==> config.mk <==
export PLATFORM = sky130hd
export DESIGN_NAME = alu_pipe
export DESIGN_NICKNAME = d
export VERILOG_FILES = /design/src/rtl/alu_pipe_pkg.sv /design/src/rtl/alu_mul_seq.sv /design/src/rtl/alu_pipe.sv
export SDC_FILE = /design/constraint.sdc
export NUM_CORES = 1
export LEC_CHECK = 0
export BUFFER_PORTS_ARGS = -buffer_cell sky130_fd_sc_hd__buf_2
export CORE_MARGIN = 2
export CORE_UTILIZATION = 46
export CTS_CLUSTER_DIAMETER = 30
export DETAILED_ROUTE_END_ITERATION = 7
export GPL_ROUTABILITY_DRIVEN = 1
export PLACE_DENSITY_LB_ADDON = 0.08
export SETUP_SLACK_MARGIN = 0.5
export SYNTH_ARGS = -nofsm -noshare
export SYNTH_HDL_FRONTEND = slang
export SYNTH_SLANG_ARGS = --single-unit
==> constraint.sdc <==
create_clock -name clk -period 5.5 [get_ports clk]
set_clock_uncertainty 0.2 [all_clocks]
set_input_delay 1.1 -clock clk [delete_from_list [all_inputs] [get_ports clk]]
set_output_delay 1.1 -clock clk [all_outputs]
set_load 0.01 [all_outputs]
==> src/rtl/alu_pipe_pkg.sv <==
`default_nettype none
// +----------------------------------------------------------------------+
// | Module   : alu_pipe_pkg                                              |
// | Purpose  : Shared opcodes, FSM state encoding and flag bit indices   |
// |            for the pipelined ALU.                                    |
// | Revision : 1.0  initial release                                      |
// +----------------------------------------------------------------------+
package alu_pipe_pkg;

  // MIPS funct codes understood by the ALU
  localparam logic [5:0] OP_SLL  = 6'b000000;
  localparam logic [5:0] OP_SRL  = 6'b000010;
  localparam logic [5:0] OP_SRA  = 6'b000011;
  localparam logic [5:0] OP_MULT = 6'b011000;
  localparam logic [5:0] OP_ADD  = 6'b100000;
  localparam logic [5:0] OP_SUB  = 6'b100010;
  localparam logic [5:0] OP_AND  = 6'b100100;
  localparam logic [5:0] OP_OR   = 6'b100101;
  localparam logic [5:0] OP_XOR  = 6'b100110;
  localparam logic [5:0] OP_NOR  = 6'b100111;
  localparam logic [5:0] OP_SLT  = 6'b101010;

  // Control FSM states
  typedef enum logic [1:0] {
    IDLE = 2'd0,
    MUL  = 2'd1,
    OUT  = 2'd2
  } state_t;

  // Bit positions inside the Flags vector {illegal, ovf, carry, neg, zero}
  localparam int F_ZERO    = 0;
  localparam int F_NEG     = 1;
  localparam int F_CARRY   = 2;
  localparam int F_OVF     = 3;
  localparam int F_ILLEGAL = 4;

endpackage
`default_nettype wire

==> src/rtl/alu_mul_seq.sv <==
`default_nettype none
// +----------------------------------------------------------------------+
// | Module   : alu_mul_seq                                               |
// | Purpose  : Iterative shift-add multiplier, one partial product per   |
// |            cycle. Raises done once all N iterations have been made.  |
// | Revision : 1.0  initial release                                      |
// +----------------------------------------------------------------------+
module alu_mul_seq #(
  parameter int N = 8
) (
  input  logic           clk,
  input  logic           reset,
  input  logic           start,
  input  logic [N-1:0]   a,
  input  logic [N-1:0]   b,
  output logic           done,
  output logic [2*N-1:0] product
);

  localparam int c_cnt_w = $clog2(N + 1);

  logic [2*N-1:0]     r_acc;
  logic [2*N-1:0]     r_mcand;
  logic [N-1:0]       r_mplier;
  logic [c_cnt_w-1:0] r_count;
  logic               r_busy;

  // Load operands on start, then add/shift once per cycle until the count hits zero
  always_ff @(posedge clk) begin
    if (reset) begin
      r_acc    <= '0;
      r_mcand  <= '0;
      r_mplier <= '0;
      r_count  <= '0;
      r_busy   <= 1'b0;
    end else if (start) begin
      r_acc    <= '0;
      r_mcand  <= {{N{1'b0}}, a};
      r_mplier <= b;
      r_count  <= c_cnt_w'(N);
      r_busy   <= 1'b1;
    end else if (r_busy) begin
      if (r_count != '0) begin
        if (r_mplier[0]) begin
          r_acc <= r_acc + r_mcand;
        end
        r_mcand  <= r_mcand << 1;
        r_mplier <= r_mplier >> 1;
        r_count  <= r_count - 1'b1;
      end else begin
        // The FSM consumes the product in this cycle
        r_busy <= 1'b0;
      end
    end
  end

  assign done    = r_busy && (r_count == '0);
  assign product = r_acc;

endmodule
`default_nettype wire

==> src/rtl/alu_pipe.sv <==
`default_nettype none
// +----------------------------------------------------------------------+
// | Module   : alu_pipe                                                  |
// | Purpose  : Registered MIPS funct-coded ALU with valid/ready on both  |
// |            sides and per-result status flags.                        |
// | Config   : ALU_PIPE_MUL_EN enables the iterative multiply (011000).  |
// |            Without it that opcode is reported as illegal.            |
// | Revision : 1.0  initial release                                      |
// +----------------------------------------------------------------------+
module alu_pipe
  import alu_pipe_pkg::*;
#(
  parameter int N   = 8,
  parameter int SHW = $clog2(N)
) (
  input  logic         clk,
  input  logic         reset,
  input  logic         in_valid,
  output logic         in_ready,
  input  logic [N-1:0] BusA,
  input  logic [N-1:0] BusB,
  input  logic [5:0]   OpCode,
  output logic         out_valid,
  input  logic         out_ready,
  output logic [N-1:0] Result,
  output logic [4:0]   Flags
);

  state_t r_state;
  state_t w_state_next;

  logic [N-1:0] r_result;
  logic [4:0]   r_flags;

  logic         w_accept;
  logic         w_is_mul;
  logic         w_load_alu;
  logic         w_load_mul;
  logic         w_mul_done;
  logic [N-1:0] w_mul_result;
  logic [4:0]   w_mul_flags;

  logic [SHW-1:0] w_sh;
  logic [N:0]     w_sum;
  logic [N:0]     w_diff;
  logic [N-1:0]   w_alu_result;
  logic [4:0]     w_alu_flags;

  assign in_ready  = (r_state == IDLE) || ((r_state == OUT) && out_ready);
  assign out_valid = (r_state == OUT);
  assign w_accept  = in_valid && in_ready;
  assign Result    = r_result;
  assign Flags     = r_flags;

`ifdef ALU_PIPE_MUL_EN
  logic           w_mul_start;
  logic [2*N-1:0] w_product;

  assign w_is_mul    = (OpCode == OP_MULT);
  assign w_mul_start = w_accept && w_is_mul;

  alu_mul_seq #(.N(N)) u_mul (
    .clk     (clk),
    .reset   (reset),
    .start   (w_mul_start),
    .a       (BusA),
    .b       (BusB),
    .done    (w_mul_done),
    .product (w_product)
  );

  // Product flags: overflow whenever the upper half of the full product is non-zero
  always_comb begin
    w_mul_result          = w_product[N-1:0];
    w_mul_flags           = '0;
    w_mul_flags[F_ZERO]   = (w_product[N-1:0] == '0);
    w_mul_flags[F_NEG]    = w_product[N-1];
    w_mul_flags[F_OVF]    = |w_product[2*N-1:N];
  end
`else
  assign w_is_mul     = 1'b0;
  assign w_mul_done   = 1'b0;
  assign w_mul_result = '0;
  assign w_mul_flags  = '0;
`endif

  assign w_sh   = BusB[SHW-1:0];
  assign w_sum  = {1'b0, BusA} + {1'b0, BusB};
  assign w_diff = {1'b0, BusA} - {1'b0, BusB};

  // Single-cycle datapath; shifts by sh>=N naturally give 0 (logical) or sign fill (arithmetic)
  always_comb begin
    w_alu_result = '0;
    w_alu_flags  = '0;
    case (OpCode)
      OP_ADD: begin
        w_alu_result         = w_sum[N-1:0];
        w_alu_flags[F_CARRY] = w_sum[N];
        w_alu_flags[F_OVF]   = (BusA[N-1] == BusB[N-1]) && (w_sum[N-1] != BusA[N-1]);
      end
      OP_SUB: begin
        w_alu_result         = w_diff[N-1:0];
        w_alu_flags[F_CARRY] = w_diff[N];
        w_alu_flags[F_OVF]   = (BusA[N-1] != BusB[N-1]) && (w_diff[N-1] != BusA[N-1]);
      end
      OP_AND: w_alu_result = BusA & BusB;
      OP_OR:  w_alu_result = BusA | BusB;
      OP_XOR: w_alu_result = BusA ^ BusB;
      OP_NOR: w_alu_result = ~(BusA | BusB);
      OP_SLL: w_alu_result = BusB << w_sh;
      OP_SRL: w_alu_result = BusA >> w_sh;
      OP_SRA: w_alu_result = $signed(BusA) >>> w_sh;
      OP_SLT: w_alu_result = {{(N-1){1'b0}}, ($signed(BusA) < $signed(BusB))};
`ifdef ALU_PIPE_MUL_EN
      // Result comes from the multiplier; this path is never loaded for mult
      OP_MULT: w_alu_result = '0;
`endif
      default: w_alu_flags[F_ILLEGAL] = 1'b1;
    endcase
    w_alu_flags[F_ZERO] = (w_alu_result == '0);
    w_alu_flags[F_NEG]  = w_alu_result[N-1];
  end

  // State register
  always_ff @(posedge clk) begin
    if (reset) begin
      r_state <= IDLE;
    end else begin
      r_state <= w_state_next;
    end
  end

  // Next-state and load decisions
  always_comb begin
    w_state_next = r_state;
    w_load_alu   = 1'b0;
    w_load_mul   = 1'b0;
    case (r_state)
      IDLE: begin
        if (w_accept) begin
          if (w_is_mul) begin
            w_state_next = MUL;
          end else begin
            w_state_next = OUT;
            w_load_alu   = 1'b1;
          end
        end
      end
      MUL: begin
        if (w_mul_done) begin
          w_state_next = OUT;
          w_load_mul   = 1'b1;
        end
      end
      OUT: begin
        if (out_ready) begin
          if (w_accept) begin
            if (w_is_mul) begin
              w_state_next = MUL;
            end else begin
              w_state_next = OUT;
              w_load_alu   = 1'b1;
            end
          end else begin
            w_state_next = IDLE;
          end
        end
      end
      default: w_state_next = IDLE;
    endcase
  end

  // Result/flag registers; held while the consumer stalls
  always_ff @(posedge clk) begin
    if (reset) begin
      r_result <= '0;
      r_flags  <= '0;
    end else if (w_load_alu) begin
      r_result <= w_alu_result;
      r_flags  <= w_alu_flags;
    end else if (w_load_mul) begin
      r_result <= w_mul_result;
      r_flags  <= w_mul_flags;
    end
  end

endmodule
`default_nettype wire

## Word-level counts from Yosys, hierarchy flattened

Cells that the tools add are included.

- Mux-type cells: 12
- Bitwise operators: 5
- $lt $le $gt $ge: 1
- $mul: 0
- Shift-type cells: 3
- Div/mod/pow operators: 0
- $add $sub $neg: 2
- Reductions and logical operators: 10
- Eq/ne operators: 17

Operators with widths:

| operator | count |
|---|---|
| $pmux W8 S10 | 1 |
| $eq A6 B6 Y1 const B | 7 |
| $eq A6 B2 Y1 const B | 2 |
| $reduce_or A10 Y1 | 1 |
| $add A8 B8 Y9 | 1 |
| $sub A8 B8 Y9 | 1 |
| $and A8 B8 Y8 | 1 |
| $logic_not A8 Y1 | 1 |
| $lt A8 B8 Y1 | 1 |
| $mux W8 | 1 |
| $not A8 Y8 | 1 |
| $or A8 B8 Y8 | 1 |
| $shl A8 B3 Y8 | 1 |
| $shr A8 B3 Y8 | 1 |
| $sshr A8 B3 Y8 | 1 |
| $xor A8 B8 Y8 | 1 |
| $logic_not A6 Y1 | 1 |
| $mux W2 | 3 |
| $pmux W2 S3 | 1 |
| $mux W5 | 1 |
| $logic_and A1 B1 Y1 | 4 |
| $pmux W2 S2 | 1 |
| $mux W1 | 3 |
| $ne A1 B1 Y1 | 3 |
| other kinds (10) | 10 |

- Memory bits (read-only): 0
- Word-level logic and storage cells: 53
- Latch bits: 0
- Memories kept: 0
- Bits in writable memories: 0
- Bits in registers: 15
- Output and inout port bits: 15

## Longest topological paths before layout

- Depth after elaboration: 8
- Mapped depth: 11
- Gate-level depth less buffers: 11

## Worst setup path before layout

OpenSTA, ideal clock, no wires.

- Kind: input to register
- From: in BusB[1]
- To: reg r_flags[0], in the netlist Flags[0]
- Data required time: 5.212 ns
- Arrival: 3.518 ns
- Stages on the path: 9
- Setup slack: 1.694 ns
- Cell sequence: buf_2 > inv_2 > ha_1 > a21oi_1 > o22ai_1 > o41ai_1 > mux2_2 > or4b_1 > o32ai_2

- Cells in the longest elaborated chain, start to end: 5
- Elaborated cells between the ends (all ways): 13

Ends and longest elaborated chain:

| element | RTL line | source |
|---|---|---|
| start, declared | alu_pipe.sv:21 | `input logic [N-1:0] BusB,` |
| parallel branches: the longest is 2 deep, another holds $sub A8 B8 Y9 | n/a |  |
| $pmux W8 S10 * | alu_pipe.sv:95 | `case (OpCode)` |
| $logic_not A8 Y1 * | alu_pipe.sv:120 | `w_alu_flags[F_ZERO] = (w_alu_result == '0);` |
| $mux W5 * | alu_pipe.sv:178 | `end else if (w_load_alu) begin` |
| end signal, assigned | alu_pipe.sv:180 | `r_flags <= w_alu_flags;` |
| end signal, assigned | alu_pipe.sv:183 | `r_flags <= w_mul_flags;` |
| end, declared | alu_pipe.sv:33 | `logic [4:0] r_flags;` |

Every way passes the cells marked *. The select of a mux whose other input is x is not followed.
A chain may end at the register's enable or synchronous reset.

## Worst setup path after layout

Same ends and word-level chain as after synthesis.

==> results by group <==
Status
  • Status: finished, final reports clean

Synth
  • Mapped Nets: 369
  • Avg Synthesized Cell Area: 7.26 µm²
  • Synthesized instance count: 317
  • Ys flop type: dfxtp_1
  • Number of synthesized register bits: 13
  • Proportion of synthesized chip area in sequential cells: 11.3%
  • Async SR Flop Fraction: 0%
  • Synth Cell Area: 2300 µm²
  • Post-synth EDFFs: 0
  • Ys Warns: 0
  • Synth cell types: 59

Place
  • DP HPWL: 5550 µm
  • I/O Buffers: 40
  • Placed Cells: 402
  • Area after DPL: 2480 µm²
  • Gp weighted congestion: 0.932

Layout
  • FF+latch area: 260 µm²
  • Nets: 392
  • Multi-input gate area: 1840 µm²
  • Commonest non-fill, non-tap cell in the layout: buf_2
  • Area growth from synthesis to layout: 9.73%
  • Filler cells: 520
  • Antenna Diode Count: 0
  • Post-route cell area: 2520 µm²
  • Layout cells sized above 1: 15.9%
  • Most frequent cells in the layout: 40 x buf_2, 27 x nand2_1, 27 x nor2_1
  • Cell Count, Final, Fillers Out: 406

Global routing
  • Largest net degree at the start of global routing: 33
  • First-pass GRT wire length: 10900 µm
  • GRT met3 Usage: 1.87%
  • Initial antenna violation count: 0
  • GR Util met1: 35.3%
  • Overflow after GRT: 0
  • GR peak layer: met2
  • Met2 usage: 43.1%
  • Vias in the first global route: 2192
  • Gr usage total: 25.4%

STA
  • Tcrit/Tclk final: 76.3%
  • Period minus WS final: 4.20 ns
  • Slew headroom: 45.1%
  • Setup TNS: 0 ns
  • Fin. Hold Viols: 0
  • Slew Limit Fails: 0
  • Worst slew pin tran: 0.817 ns
  • Final Setup Violations: 0
  • Fmax: 238 MHz
  • RSZ-0062 raised after global routing: no

Power and ir drop
  • Static Leak: 1.10 nW
  • Pwr/cell area: 143 nW/µm²
  • Max VDD drop: 69.5 µV

CTS
  • Cts bufs inserted: 3
  • Skew-Pair Late Insertion Delay: 0.24 ns
  • Clk pin slew, worst setup/hold paths: 0.06 ns
  • CTS root buffer: clkbuf_8
  • Post-CTS Setup Inserts: 0
  • Clk sinks: 13
  • CTS Buffer Depth: 2
  • H-tree depth: 1
  • Hold buffer count at CTS: 0
  • Cts repair resizes: 0
  • CTS tree: done

Drt
  • DR vias/cell: 6.05
  • DRC violations left: 0
  • Post-Route WL: 6930 µm
  • DR pass1 iterations: 4
  • Post-route antenna net violation count: 0
  • DR iter-0 viols: 174
  • DR vias: 2455
  • Drt wl/cell: 17.1 µm

Floorplan
  • Initial Util: 48.1%
  • Die area: 5580 µm²
  • Core area: 4790 µm²
  • Die height: 74.7 µm
  • Chip width: 74.7 µm
  • IO Pins: 41
  • Row count: 25

Worst setup path
  • WS Path Type: in -> reg
  • R2R cell count: 6
  • Worst Path Max Fanout: 23
  • Critical path capture point type: register
  • Worst Setup Start Kind: input port
  • Worst endpoint required time: 5.46 ns
  • Critical Path AT: 4.16 ns

Flow run
  • MaxCap Viol Count: 0

Worst hold path
  • Hold depth: 2
  • Worst min path class: reg -> reg
[worst max-delay path, cell delays in order]
cell	delay (ns)
buf_2	0.39
inv_2	0.14
ha_1	0.33
a21oi_1	0.22
o22ai_1	0.18
o41ai_1	0.59
mux2_2	0.40
or4b_1	0.54
o32ai_2	0.26
[final timing paths]
kind | slack [ns] | endpoint | from
min | 0.26 | Flags[3] | Flags[3]
max | 1.30 | Flags[0] | BusB[1]
min reg2reg | 0.26 | Flags[3] | Flags[3]
max reg2reg | 3.15 | Flags[0] | r_state[1]
[state kept, by name (all words and copies together) (netlist names)]
signal and cells:
Result 7, Flags 5, r_state 1
[per-layer routing]
metal,wire (µm),vias to the layer above
li1,-,1223
met1,3280,1129
met5,0,-
met3,341,14
met4,135,0
met2,3170,89
[logic make-up after synthesis]
kind of cell             synth area share, %
multiplexers                            9.52
XOR/XNOR                                1.14
adder cells (fa/ha/maj)                 14.8
AO/OA/AOI/OAI                           29.0
AND/OR/NAND/NOR                         25.4
buffers and inverters                   8.81
flip-flops                              11.3
[layout make-up]
type,instances,area share (%)
timing repair buffer,40,7.93
inverter,26,3.87
clock buffer,4,1.78
tap,67,3.32
multi-input combinational,256,72.8
sequential,13,10.3
[power breakdown]
group / total [mW] / switching (mW) / internal (mW)
Sequential: 0.104 / 0.00297 / 0.101
Combinational: 0.173 / 0.109 / 0.0647
Clock: 0.0838 / 0.0328 / 0.0510
[cell usage after synthesis (2+ instances only)]
cell / n / area [µm²]
a211oi_1: 13 / 97.6
a21o_1: 2 / 15.0
a21oi_1: 17 / 85.1
a221oi_1: 3 / 26.3
a311oi_1: 2 / 17.5
a31oi_1: 2 / 12.5
a32oi_1: 2 / 17.5
and2_1: 3 / 18.8
and3_1: 5 / 31.3
and4_1: 2 / 17.5
buf_1: 2 / 7.51
buf_2: 9 / 45.0
clkbuf_1: 9 / 33.8
dfxtp_1: 13 / 260
fa_1: 2 / 40.0
ha_1: 24 / 300
inv_1: 24 / 90.1
mux2i_1: 14 / 140
mux4_2: 3 / 67.6
nand2_1: 27 / 101
nand2b_1: 3 / 18.8
nand3_1: 15 / 75.1
nand3b_1: 3 / 22.5
nand4_1: 4 / 25.0
nor2_1: 27 / 101
nor2b_1: 8 / 50.1
nor3_1: 8 / 40.0
nor3b_1: 2 / 15.0
o2111ai_1: 5 / 43.8
o211ai_1: 12 / 90.1
o21a_1: 2 / 15.0
o21ai_0: 12 / 60.1
o21ai_1: 3 / 15.0
o21bai_1: 2 / 15.0
o22ai_1: 3 / 18.8
o2bb2ai_1: 2 / 17.5
o31ai_1: 4 / 30.0
xnor2_1: 3 / 26.3
[metrics by stage]
step | worst slack [ns] | hold WS, ns | util (%) | total power, mW
after detailed placement | 1.14 | 0.251 | 51.8 | 0.277
after floorplan | 1.69 | 0.281 | - | 0.226
after global routing | 1.19 | 0.315 | 52.8 | 0.386
after CTS | 1.38 | 0.262 | 52.8 | 0.360
after global placement | 1.24 | 0.242 | 51.8 | 0.275
final | 1.30 | 0.263 | 52.8 | 0.361
Note: power is estimated with default switching activity, not from simulation.
